$ cat src/rtl/gpio_shift_ctrl.sv
// gpio_shift_ctrl: hardware shiftOut/shiftIn sequencer for two GPIO pads.
// Accepts one command at a time. It drives a programmable-rate serial clock,
// shifts data out on sdo_o and samples sdi_i on the last cycle of each high
// phase. The received word is returned with a one-cycle rsp_valid_o pulse.
//
// state | meaning
// IDLE  | ready for a command, pads parked (sclk=0, sdo=0, oe=0)
// PH_LO | serial clock low for D cycles, current bit on sdo_o
// PH_HI | serial clock high for D cycles, sdi_i sampled on the last one
// DONE  | one-cycle response pulse, then back to IDLE
//
// Ports:
//   clk, rst_n                 system clock, synchronous active-low reset
//   cmd_valid_i / cmd_ready_o  command handshake
//   cmd_dir_i                  0 = shiftOut (drive sdo), 1 = shiftIn
//   cmd_msb_first_i            bit order
//   cmd_data_i                 word to shift out
//   clk_div_i                  serial clock half-period in clk cycles (0 -> 1)
//   sclk_o, sdo_o, sdo_oe_o    pad-side clock, data and data output enable
//   sdi_i                      pad-side data in (already synchronised)
//   busy_o                     transfer in progress
//   rsp_valid_o, rsp_data_o    completion pulse and received word (held)
module gpio_shift_ctrl #(
  parameter int WIDTH = 8,
  parameter int DIV_W = 16
) (
  input  logic             clk,
  input  logic             rst_n,
  input  logic             cmd_valid_i,
  output logic             cmd_ready_o,
  input  logic             cmd_dir_i,
  input  logic             cmd_msb_first_i,
  input  logic [WIDTH-1:0] cmd_data_i,
  input  logic [DIV_W-1:0] clk_div_i,
  output logic             sclk_o,
  output logic             sdo_o,
  output logic             sdo_oe_o,
  input  logic             sdi_i,
  output logic             busy_o,
  output logic             rsp_valid_o,
  output logic [WIDTH-1:0] rsp_data_o
);

  localparam int CNT_W = (WIDTH > 1) ? $clog2(WIDTH) : 1;

  typedef enum logic [1:0] {IDLE, PH_LO, PH_HI, DONE} state_t;

  state_t           state_q, state_d;
  logic [WIDTH-1:0] data_q, rx_q, rx_next, rsp_q;
  logic             dir_q, msb_q;
  logic [DIV_W-1:0] div_q, div_cnt_q;
  logic [CNT_W-1:0] bit_cnt_q, bit_idx;
  logic             phase_end, last_bit;

  // div_q is never 0, so div_q-1 is the terminal count of every phase.
  assign phase_end = (div_cnt_q == div_q - DIV_W'(1));
  assign last_bit  = (bit_cnt_q == CNT_W'(WIDTH - 1));
  assign bit_idx   = msb_q ? (CNT_W'(WIDTH - 1) - bit_cnt_q) : bit_cnt_q;
  assign rx_next   = msb_q ? {rx_q[WIDTH-2:0], sdi_i} : {sdi_i, rx_q[WIDTH-1:1]};
  assign rsp_data_o = rsp_q;

  always_ff @(posedge clk) begin
    if (!rst_n) state_q <= IDLE;
    else        state_q <= state_d;
  end

  always_comb begin
    state_d     = state_q;
    cmd_ready_o = 1'b0;
    busy_o      = 1'b1;
    sclk_o      = 1'b0;
    sdo_o       = 1'b0;
    sdo_oe_o    = ~dir_q;
    rsp_valid_o = 1'b0;
    case (state_q)
      IDLE: begin
        cmd_ready_o = 1'b1;
        busy_o      = 1'b0;
        sdo_oe_o    = 1'b0;
        if (cmd_valid_i) state_d = PH_LO;
      end
      PH_LO: begin
        sdo_o = data_q[bit_idx];
        if (phase_end) state_d = PH_HI;
      end
      PH_HI: begin
        sclk_o = 1'b1;
        sdo_o  = data_q[bit_idx];
        if (phase_end) state_d = last_bit ? DONE : PH_LO;
      end
      DONE: begin
        rsp_valid_o = 1'b1;
        state_d     = IDLE;
      end
      default: state_d = IDLE;
    endcase
  end

  always_ff @(posedge clk) begin
    if (!rst_n) begin
      data_q    <= '0;
      rx_q      <= '0;
      rsp_q     <= '0;
      dir_q     <= 1'b0;
      msb_q     <= 1'b0;
      div_q     <= DIV_W'(1);
      div_cnt_q <= '0;
      bit_cnt_q <= '0;
    end else begin
      case (state_q)
        IDLE: begin
          if (cmd_valid_i) begin
            data_q    <= cmd_data_i;
            dir_q     <= cmd_dir_i;
            msb_q     <= cmd_msb_first_i;
            div_q     <= (clk_div_i == '0) ? DIV_W'(1) : clk_div_i;
            rx_q      <= '0;
            div_cnt_q <= '0;
            bit_cnt_q <= '0;
          end
        end
        PH_LO: begin
          div_cnt_q <= phase_end ? '0 : div_cnt_q + DIV_W'(1);
        end
        PH_HI: begin
          if (phase_end) begin
            div_cnt_q <= '0;
            rx_q      <= rx_next;
            if (last_bit) rsp_q <= rx_next;
            else          bit_cnt_q <= bit_cnt_q + CNT_W'(1);
          end else begin
            div_cnt_q <= div_cnt_q + DIV_W'(1);
          end
        end
        DONE: begin
          bit_cnt_q <= '0;
        end
        default: ;
      endcase
    end
  end

endmodule
$ cat config.mk
export PLATFORM = sky130hd
export DESIGN_NAME = gpio_shift_ctrl
export DESIGN_NICKNAME = d
export VERILOG_FILES = /design/src/rtl/gpio_shift_ctrl.sv
export SDC_FILE = /design/constraint.sdc
export NUM_CORES = 1
export LEC_CHECK = 0
export CAP_MARGIN = 20
export CORE_ASPECT_RATIO = 0.75
export CORE_MARGIN = 2
export CORE_UTILIZATION = 35
export CTS_CLUSTER_SIZE = 20
export DETAILED_ROUTE_END_ITERATION = 8
export HOLD_SLACK_MARGIN = 0.1
export PLACE_DENSITY = 0.65
export SLEW_MARGIN = 20
export SYNTH_ARGS = -nofsm -noshare
export SYNTH_HDL_FRONTEND = slang
export SYNTH_SLANG_ARGS = --single-unit
$ cat constraint.sdc
create_clock -name clk -period 3.67 [get_ports clk]
set_input_delay 0.734 -clock clk [delete_from_list [all_inputs] [get_ports clk]]
set_output_delay 0.734 -clock clk [all_outputs]
set_load 0.02 [all_outputs]
**Word-level counts from Yosys, hierarchy flattened**

Cells that the tools add are included.

- Reductions and logical operators: 12
- Eq/ne operators: 9
- Magnitude comparators: 1
- Multiplexer cells: 26
- Bitwise operators: 1
- Add/sub/neg operators: 4

Operators with widths:

| operator | count |
|---|---|
| 16-bit 2-to-1 mux | 3 |
| 16-bit one-hot mux with 2 select lines | 1 |
| 8-bit 2-to-1 mux | 3 |
| 16-bit by 1-bit adder with 16-bit output, second input constant | 1 |
| 16-bit equality test | 1 |
| 16-bit zero test | 1 |
| 8-bit one-hot mux with 2 select lines | 1 |
| 16-bit by 1-bit subtractor with 16-bit output, second input constant | 1 |
| 3-bit 2-to-1 mux | 4 |
| 3-bit one-hot mux with 3 select lines | 1 |
| 3-bit AND reduction | 3 |
| 2-bit 2-to-1 mux | 4 |
| 2-bit inequality test, second input constant | 4 |
| 2-bit one-hot mux with 4 select lines | 1 |
| 1-bit 2-to-1 mux | 7 |
| 2-bit equality test, second input constant | 2 |
| 3-bit by 4-bit < comparator with 1-bit output, second input constant | 1 |
| 2-bit AND reduction | 2 |
| 4-bit AND reduction | 1 |
| 2-bit nonzero test | 2 |
| 3-bit by 1-bit adder with 3-bit output, second input constant | 1 |
| 1-bit binary-select mux with 3-bit select | 1 |
| 3-bit equality test, second input constant | 1 |
| 3-bit nonzero test | 1 |
| 5 further kinds | 5 |

- Word-level logic and storage cells: 62
- Output and inout bits: 14
- Bits in registers: 63
- Input port bits: 30

**Depth between registers and ports, before layout**

- Word-level depth: 5
- Gate-level depth with buffers: 12

**Least setup slack after synthesis**

OpenSTA, ideal clock, no wires.

- Path type: register to register
- From: register div_q[0]
- To: register div_cnt_q[4]
- Data arrival time: 2.928 ns
- Stages on the path, launching flop included: 13
- Required time: 3.550 ns
- Clock period less this slack: 3.048 ns
- Path buffers: 2
- Setup slack: 0.622 ns
- Path through: dfxtp_1 inv_1 ha_1 or4b_1 buf_2 or4_1 o311ai_0 a31oi_1 nand4b_2 o2111ai_2 buf_2 nor2_1 a211o_1

- Cells in the longest elaborated chain, start to end: 4

RTL lines:

| element | line | RTL |
|---|---|---|
| start, declared | 51 | `logic [DIV_W-1:0] div_q, div_cnt_q;` |
| start signal, assigned | 116 | `div_q <= (clk_div_i == '0) ? DIV_W'(1) : clk_div_i;` |
| 16-bit by 1-bit subtractor with 16-bit output | 56 | `assign phase_end = (div_cnt_q == div_q - DIV_W'(1));` |
| 16-bit equality test | 56 |  |
| 16-bit 2-to-1 mux | 123, 126 |  |
| 16-bit one-hot mux with 2 select lines | 110 | `case (state_q)` |
| end signal, assigned | 123 | `div_cnt_q <= phase_end ? '0 : div_cnt_q + DIV_W'(1);` |
| end signal, assigned | 132 | `div_cnt_q <= div_cnt_q + DIV_W'(1);` |
| end, declared | 51 |  |

Every way passes these cells.
A chain may end at the register's enable or synchronous reset.

**Worst setup path after layout**

- From: register div_q[0]
- To: register bit_cnt_q[0]

- Cells in the longest elaborated chain, start to end: 4

RTL lines:

| element | line | RTL |
|---|---|---|
| 16-bit by 1-bit subtractor with 16-bit output | 56 |  |
| 16-bit equality test | 56 |  |
| 2-bit inequality test (no line) | n/a |  |
| 4-bit AND reduction (no line) | n/a |  |
| end signal, assigned | 130 | `else bit_cnt_q <= bit_cnt_q + CNT_W'(1);` |
| end, declared | 52 | `logic [CNT_W-1:0] bit_cnt_q, bit_idx;` |

Every way passes these cells.

==> flow_summary.yaml <==
timing:
  setup_violations: 0
  slew_viol_final: 0
  rsz0062_at_grt: "false"
  hold_viol_final: 0
  slew-limit-headroom_pct: 39.92
  clock.fmax_ghz: 0.2996
  worst_pin_slew_ps: 899.0
  tns_ps: 0
  fin_ws_ps: 332.5
  timing.final.crit_share_pct: 90.94
  finClkSkew_ps: 4.683
  min_period_ps: 3337
logic_synthesis:
  synth-seq-cells: 63
  synthArstFlopShare_pct: 0
  synth-compound-area-share_pct: 20.28
  seq_area_frac_synth_pct: 35.37
  synth_edf_count: 0
  synthFlopType: "dfxtp_1"
  synth_area_um2: 3566
  synth_top_family_by_area: "simple AND/OR/NAND/NOR gates"
  avgSynthCellArea_um2: 8.274
  synth_nets: 469
  synthSimpleGateAreaFrac_pct: 26.81
  synthDistinctLibCells: 64
  synth_fa_ha_area_share_pct: 2.807
  muxShareOfSynthArea_pct: 5.333
  ys_warn_count: 0
  synth_xor_area_share_pct: 5.649
  syn_inst: 431
flow_run:
  max_cap_violations: 0
cts:
  insertion_delay_ps: 330
  cts.sinks: 63
  root_buffer: "clkbuf_16"
  post_cts_resized: 0
  cts-buffers-inserted: 9
  postCtsSetupRepairBufs: 0
  cts_tree: "done"
  path_clk_slew_ps: 60
  postCtsHoldBufs: 0
  htree_levels: 3
  clk_path_buf_depth: 2
detailed_routing:
  drc_errors: 0
  drt_iter0_drc: 264
  ant_nets: 0
  drtPass1Iterations: 4
  vias_per_cell: 5.542
  post_drt_wl_per_cell_um: 15.80
  wirelength_um: 9512
  vias: 3336
critical_path:
  start_kind: "register"
  critPathMaxFanout: 11
  reg2reg_from: "div_q[0]"
  endpoint: "bit_cnt_q[0]"
  crit_path_start: "div_q[0]"
  path_class: "reg -> reg"
  end_kind: "register"
  reg2reg_to: "bit_cnt_q[0]"
  worst-r2r-setup-slack_ps: 330
  worstPathRequired_ps: 3910
  r2r_cells: 10
  arrival_ps: 3580
power:
  vdd_drop_max_v: 0.0002687
  leakage_nw: 1.639
  power.density_nw_per_um2: 599.4
layout:
  layout_commonest_cell: "nand2_1"
  multi_input_comb_area_um2: 2177
  fin_cells: 602
  layout-drive-gt1-share_pct: 8.936
  fillers: 979
  diodes: 0
  layout.nets: 504
  final_cell_mix: "nand2_1 (76), dfxtp_1 (63), clkdlybuf4s50_1 (43)"
  seq_area_um2: 1261
  area_growth_pct: 24.18
  finish.utilization_pct: 45.30
global_route:
  grt_util_all_layers_pct: 17.71
  grt_pass1_wl_um: 15610
  grt_overflow: 0
  grt_pass1_vias: 3094
  antenna_found_initial: 0
  grt_max_degree: 29
floorplanning:
  fp.dieArea_um2: 11020
  die_h_um: 91.42
  io_pins: 44
  coreArea_um2: 9774
  chipWidth_um: 120.6
  start_util_pct: 36.48
  row_count: 31
place:
  hpwl_um: 6971
  gp_congestion: 0.8324
  dp_cells: 587
  place_ws_ps: 359.4
  port_buffers: 43
worst_hold_path:
  min_path_type: "reg -> reg"
status:
  status: "complete, no violations"
kinds of logic after synthesis:
kind of cell | Yosys count
fa+ha+maj | 8
buf+inv | 34
mux | 18
flops | 63
xor+xnor | 23
compound gates | 102
simple gates | 183
critical path, cell delays in order, from the launching register on:
cell and delay [ps]:
dfxtp_1 350, inv_1 70, ha_1 210, or4b_1 600, nor4b_4 400, mux2i_1 130, mux2i_1 240, a22oi_4 130
a2111o_1 590, or2_1 320, o221ai_1 220
cell type report:
type / instances / area share, %
inverter: 8 / 0.6782
clock buffer: 9 / 5.086
clock inverter: 6 / 1.950
sequential: 63 / 28.48
timing repair buffer: 50 / 10.91
multi-input combinational: 334 / 49.17
tap: 132 / 3.730
power breakdown:
| group | leakage (nW) | total (mW) | internal [mW] | switching [mW] |
|---|---|---|---|---|
| clock network | 0.151 | 0.904 | 0.589 | 0.316 |
| registers | 0.512 | 0.862 | 0.753 | 0.108 |
| logic | 0.975 | 0.888 | 0.355 | 0.534 |
cells in the mapped netlist (4+ instances only):
cell / count / area, µm²
o21ai_0: 11 / 55.05
inv_1: 8 / 30.03
buf_1: 4 / 15.01
a21o_1: 6 / 45.04
a21oi_1: 35 / 175.2
o211ai_1: 5 / 37.54
nand2b_1: 9 / 56.30
nor4_1: 10 / 62.56
nand4_1: 5 / 31.28
nand3_1: 12 / 60.06
nand3b_1: 4 / 30.03
nand2_1: 76 / 285.3
nor2b_1: 5 / 31.28
clkbuf_1: 17 / 63.81
dfxtp_1: 63 / 1261
mux2i_1: 10 / 100.1
mux2_2: 8 / 90.09
ha_1: 8 / 100.1
o221ai_1: 4 / 35.03
buf_2: 5 / 25.02
nor2_1: 24 / 90.09
and3_1: 8 / 50.05
xor2_1: 12 / 105.1
nor3_1: 6 / 30.03
a22o_1: 7 / 61.31
xnor2_1: 11 / 96.34
nor3b_1: 4 / 30.03
registers in the layout, indices dropped and copies added, names as in the netlist:
name	flops
bit_cnt_q	3
div_q	16
state_q	2
div_cnt_q	16
msb_q	1
dir_q	1
data_q	8
rsp_data_o	8
rx_q	8
worst min path at each step:
stage | from | to | depth (start not counted)
CTS | data_q[0] | data_q[0] | 2
detailed placement | rx_q[7] | rx_q[7] | 1
floorplan | rx_q[7] | rx_q[7] | 1
global route | data_q[0] | data_q[0] | 2
global placement | rx_q[7] | rx_q[7] | 1
finish | data_q[0] | data_q[0] | 2
routing by layer:
layer | part of all wire [%] | vias up | routed length [µm] | global-route usage (%)
li1 | - | 1641 | - | -
met1 | 50 | 1604 | 4754 | 25.54
met2 | 43 | 82 | 4128 | 25.42
met3 | 5.2 | 9 | 496 | 4.083
met4 | 1.4 | 0 | 132 | 6.492
met5 | 0 | - | 0 | 0
metrics by stage:
stage | power, mW | hold WS, ps | instance area, µm²
6_report | 2.654 | 451.7 | 4428
5_1_grt | 2.799 | 479.2 | 4428
4_1_cts | 2.664 | 454.1 | 4428
3_5_place_dp | 1.750 | 439.6 | 4116
3_3_place_gp | 1.722 | 443.1 | 4116
2_1_floorplan | 1.475 | 422.5 | 3566
Note: power is estimated with default switching activity, not from simulation.
